`src/rtl/pipe_pkg.sv`:
```
// Shared pipeline types: the EX/MEM control bundle and the payload word layout
// used by instantiators of pipe_stage_skid.
package pipe_pkg;

  typedef struct packed {
    logic       reg_write;
    logic       mem_write;
    logic       mem_read;
    logic [1:0] result_src;
    logic [4:0] rd;
  } exmem_ctrl_t;

  localparam int EXMEM_CTRL_W = $bits(exmem_ctrl_t);

  // Payload word slots, word 0 in the least-significant DATA_WIDTH bits.
  localparam int WORD_ALU    = 0;
  localparam int WORD_WDATA  = 1;
  localparam int WORD_PC4    = 2;
  localparam int EXMEM_WORDS = 3;

endpackage

```
`src/rtl/pipe_stage_skid.sv`:
```
// Generic ready/valid pipeline stage with a 2-entry skid buffer, synchronous
// flush, bubble control-zeroing and a saturating stall-cycle counter.
module pipe_stage_skid
  import pipe_pkg::*;
#(
  parameter int DATA_WIDTH  = 32,
  parameter int DATA_WORDS  = EXMEM_WORDS,
  parameter int CTRL_WIDTH  = EXMEM_CTRL_W,
  parameter int STALL_CNT_W = 16
) (
  input  logic                             clk,
  input  logic                             rst_n,
  input  logic                             flush,
  input  logic                             in_valid,
  output logic                             in_ready,
  input  logic [CTRL_WIDTH-1:0]            in_ctrl,
  input  logic [DATA_WORDS*DATA_WIDTH-1:0] in_data,
  output logic                             out_valid,
  input  logic                             out_ready,
  output logic [CTRL_WIDTH-1:0]            out_ctrl,
  output logic [DATA_WORDS*DATA_WIDTH-1:0] out_data,
  output logic [STALL_CNT_W-1:0]           stall_cnt
);

  localparam int                     PAYLOAD_W = DATA_WORDS * DATA_WIDTH;
  localparam logic [STALL_CNT_W-1:0] STALL_MAX = '1;

  logic                   main_v_q,    main_v_d;
  logic [CTRL_WIDTH-1:0]  main_ctrl_q, main_ctrl_d;
  logic [PAYLOAD_W-1:0]   main_data_q, main_data_d;
  logic                   skid_v_q,    skid_v_d;
  logic [CTRL_WIDTH-1:0]  skid_ctrl_q, skid_ctrl_d;
  logic [PAYLOAD_W-1:0]   skid_data_q, skid_data_d;
  logic [STALL_CNT_W-1:0] stall_cnt_q, stall_cnt_d;

  logic accept;
  logic drain;

  // in_ready comes straight from a flop, so out_ready never reaches upstream.
  assign in_ready  = !skid_v_q;
  assign accept    = in_valid && in_ready;
  assign drain     = main_v_q && out_ready;

  assign out_valid = main_v_q;
  assign out_ctrl  = main_v_q ? main_ctrl_q : '0;
  assign out_data  = main_data_q;
  assign stall_cnt = stall_cnt_q;

  always_comb begin
    // NOTE: every always_comb target gets a default first so no path leaves it
    // unassigned (which would infer a latch); blocking '=' is correct here.
    main_v_d    = main_v_q;
    main_ctrl_d = main_ctrl_q;
    main_data_d = main_data_q;
    skid_v_d    = skid_v_q;
    skid_ctrl_d = skid_ctrl_q;
    skid_data_d = skid_data_q;

    if (flush) begin
      main_v_d = 1'b0;
      skid_v_d = 1'b0;
    end else if (!main_v_q || drain) begin
      if (skid_v_q) begin
        // Skid beat is older than anything on the input: it goes first.
        main_v_d    = 1'b1;
        main_ctrl_d = skid_ctrl_q;
        main_data_d = skid_data_q;
        skid_v_d    = 1'b0;
      end else if (accept) begin
        main_v_d    = 1'b1;
        main_ctrl_d = in_ctrl;
        main_data_d = in_data;
      end else begin
        main_v_d    = 1'b0;
      end
    end else if (accept) begin
      skid_v_d    = 1'b1;
      skid_ctrl_d = in_ctrl;
      skid_data_d = in_data;
    end
  end

  always_comb begin
    stall_cnt_d = stall_cnt_q;
    if (main_v_q && !out_ready && !flush && (stall_cnt_q != STALL_MAX)) begin
      stall_cnt_d = stall_cnt_q + 1'b1;
    end
  end

  // NOTE: sequential state uses non-blocking '<=' so all flops sample the
  // pre-edge values together.
  always_ff @(posedge clk or negedge rst_n) begin
    if (!rst_n) begin
      main_v_q    <= 1'b0;
      skid_v_q    <= 1'b0;
      stall_cnt_q <= '0;
      // NOTE: payload registers are reset too, since out_data must read zero
      // while reset is held; this is not just a valid-bit clear.
      main_ctrl_q <= '0;
      main_data_q <= '0;
      skid_ctrl_q <= '0;
      skid_data_q <= '0;
    end else begin
      main_v_q    <= main_v_d;
      skid_v_q    <= skid_v_d;
      stall_cnt_q <= stall_cnt_d;
      main_ctrl_q <= main_ctrl_d;
      main_data_q <= main_data_d;
      skid_ctrl_q <= skid_ctrl_d;
      skid_data_q <= skid_data_d;
    end
  end

endmodule

```
`config.mk`:
```
export PLATFORM = sky130hd
export DESIGN_NAME = pipe_stage_skid
export DESIGN_NICKNAME = d
export VERILOG_FILES = /design/src/rtl/pipe_pkg.sv /design/src/rtl/pipe_stage_skid.sv
export SDC_FILE = /design/constraint.sdc
export NUM_CORES = 1
export LEC_CHECK = 0
export ABC_AREA = 1
export BUFFER_PORTS_ARGS = -buffer_cell sky130_fd_sc_hd__buf_2
export CORE_MARGIN = 5
export CORE_UTILIZATION = 56
export CTS_BUF_LIST = sky130_fd_sc_hd__clkbuf_4
export CTS_CLUSTER_DIAMETER = 60
export DETAILED_ROUTE_END_ITERATION = 10
export GPL_ROUTABILITY_DRIVEN = 0
export GPL_TIMING_DRIVEN = 0
export PLACE_DENSITY = 0.83
export SLEW_MARGIN = 20
export SYNTH_ARGS = -nofsm -noshare
export SYNTH_HDL_FRONTEND = slang
export SYNTH_SLANG_ARGS = --single-unit
```
`constraint.sdc`:
```
create_clock -name clk -period 1.85 [get_ports clk]
set_input_delay 0.185 -clock clk [delete_from_list [all_inputs] [get_ports clk]]
set_output_delay 0.185 -clock clk [all_outputs]
set_load 0.02 [all_outputs]
```
==> out/results.ini <==
[run_status]
status = finished, final reports clean

[global_route]
antenna_found_initial = 1
grt-ovfl-total = 0
grt_pass1_vias = 10040
grt_first_pass_wirelength_mm = 47.58
track_usage_pct = 28.46
grt_start_max_net_pins = 84

[floorplan]
num_rows = 49
start_util_pct = 56.78
die_y_um = 144.7
io_pins = 235
dieWidth_um = 144.7
fp.dieArea_um2 = 20950
core_area_um2 = 17900

[setup_path]
rrSetupSlack_ps = 100
crit_type = flop to flop
reg2reg_from = skid_v_q$_DFFE_PN0P_
r2r_end = out_data[48]$_DFFE_PN0P_
r2r_cells = 5
worstPathArrival_ps = 2300
required_ps = 2400
crit_fanout = 10
start_kind = flop
endpoint_kind = flop

[sta]
tightestPinTransition_ps = 640.2
period_needed_ps = 1752
hold_ws_ps = 89.76
fmax_mhz = 570.9
hold_viol_final = 0
setup_viol = 0
drv_slew = 0
skew_ps = 18.39
finalCritPeriodShare_pct = 94.68
relSlewSlack_pct = 57.32
finalSetupTns_ps = 0

[layout]
final_area_um2 = 13440
drive_above_1_share_pct = 23.52
mostFrequentLayoutCells = nand2_1 (393), buf_2 (252), dfrtp_1 (229)
nets = 1712
layout_commonest_cell = nand2_1
area_delta_synth_final_pct = 32.23
final_util_pct = 75.08

[synth]
synth_cells = 1197
synth_area_leader_cell = dfrtp_1
seq_area_frac_synth_pct = 56.62
syn_nets = 1309
ys_ff_latch = 230
synth_top_area_share_pct = 56.62
synth.avg_cell_area_um2 = 8.492
synthTopCellsByArea = dfrtp_1 (57%), nand2_1 (15%), o21ai_1 (10%)
syn_area_um2 = 10160
ys_warn_count = 0
ys_types = 23

[detailed_routing]
wirelength_mm = 29.82
ant_nets = 0
via_per_inst = 5.256
drc = 0
drt_iter0_markers = 610
dr.pass1.iters = 5
avgRoutedWirePerCell_um = 15.99
dr_total_vias = 9803

[placement]
io_buffers = 234
placed_cell_area_um2 = 11690
dp_hpwl_mm = 18.67

[cts]
cts_tree = yes
cts-htree-levels = 2
clock_latency_ps = 650
clockRootBuffer = clkbuf_4
clkSinkCount = 230
ctsLongestPathBuffers = 3
clkTransAtPathRegs_ps = 80
cts_buffers = 56

[pwr]
power_density_nw_per_um2 = 983.0
swShare_pct = 32.14
seqPwrFrac_pct = 49.4
leakage_nw = 7.328
pwr-share-clk_pct = 29.1
vdd_drop_max_mv = 0.7129
pwr-share-comb_pct = 21.5
internal-power_w = 0.008966
p_switching_w = 0.004247

[hold_path]
hold_path_class = primary input to asynchronous set/reset pin

[run]
maxCapViolCount = 0

==> power by group through the flow <==
| stage | Clock, W | Combinational (W) | Sequential [W] |
|---|---|---|---|
| floorplan | 0 | 0.00118 | 0.00694 |
| global placement | 0 | 0.00251 | 0.00653 |
| detailed placement | 0 | 0.00263 | 0.00656 |
| CTS | 0.00389 | 0.00281 | 0.00649 |
| global route | 0.00420 | 0.00315 | 0.00662 |
| finish | 0.00385 | 0.00284 | 0.00653 |
==> metal layers <==
metal	vias to the layer above	part of all wire (%)	global-route usage (%)
met4	0	4.3	13.84
met3	106	6.7	5.882
met5	-	0	0
met1	4599	40	35.87
met2	468	49	47.18
li1	4630	-	-
==> final cells by class <==
class	instances	area [um^2]
multi-input cells	764	3393
repair buffers	347	2347
flip-flops and latches	230	5757
diodes	3	7.507
clock inverters	16	60.06
inverters	131	491.7
fillers	1257	4462
well taps	229	286.5
plain buffers	70	534.3
clock buffers	75	563.0
==> sequential cells by signal, indices dropped and copies added (netlist names) <==
signal and count:
out_data 96, skid_data_q 96, stall_cnt 16, main_ctrl_q 10
skid_ctrl_q 10, out_valid 1, skid_v_q 1
==> cell usage after synthesis <==
cell type  number
nand3b_1        2
inv_1         127
clkbuf_1       16
nand3_4         1
nor2_2          2
nand4_2         1
xor2_1          1
nand2_1       393
buf_4          11
buf_6          25
nand4_1         2
inv_2           4
dfrtp_1       230
nor2_4          2
xnor2_1         6
o21ai_2         1
o21ai_1       207
ha_1            1
nand2_2         3
nand3_1         5
o21ai_0       119
buf_2          20
nor2_1         18
==> per-stage QoR <==
step	setup slack [ps]	cells	total power, W
after global placement	-3319	1660	0.009040
after global routing	-4.567	1863	0.01398
final	98.45	1865	0.01321
after CTS	12.77	1862	0.01318
after detailed placement	248.4	1662	0.009191
after floorplan	353.6	1197	0.008122
==> cells by family after synthesis <==
logic type | after synthesis | synth area share, %
buffers and inverters | 203 | 9.995
adder cells (fa/ha/maj) | 1 | 0.1231
XOR/XNOR | 7 | 0.6032
AO/OA/AOI/OAI | 327 | 16.14
flip-flops | 230 | 56.62
AND/OR/NAND/NOR | 429 | 16.52
==> worst max-delay path: stages, from the launching register on <==
cell and delay (ps):
dfrtp_1 390, inv_2 150, buf_2 320, clkbuf_1 400, o21ai_0 150, o21ai_1 240
==> worst max-delay path by stage <==
stage | start | to | slack (ps) | cells past startpoint
after floorplan | stall_cnt[1]$_DFFE_PN0P_ | stall_cnt[6]$_DFFE_PN0P_ | 350 | 7
after global placement | rst_n | out_data[31]$_DFFE_PN0P_ | -3320 | 1
after detailed placement | skid_v_q$_DFFE_PN0P_ | in_ready | 250 | 4
after CTS | skid_v_q$_DFFE_PN0P_ | in_ready | 10 | 3
after global routing | out_valid$_DFFE_PN0N_ | out_data[36]$_DFFE_PN0P_ | -5 | 7
final | skid_v_q$_DFFE_PN0P_ | out_data[48]$_DFFE_PN0P_ | 100 | 5
==> repair_timing <==
item	CTS	global route
resized for setup	3	6
hold endpoints to repair	326	0
buffers inserted	0	0
endpoints found under the setup margin	11	188
hold buffers	111	0
(Power assumes the default switching activity.)
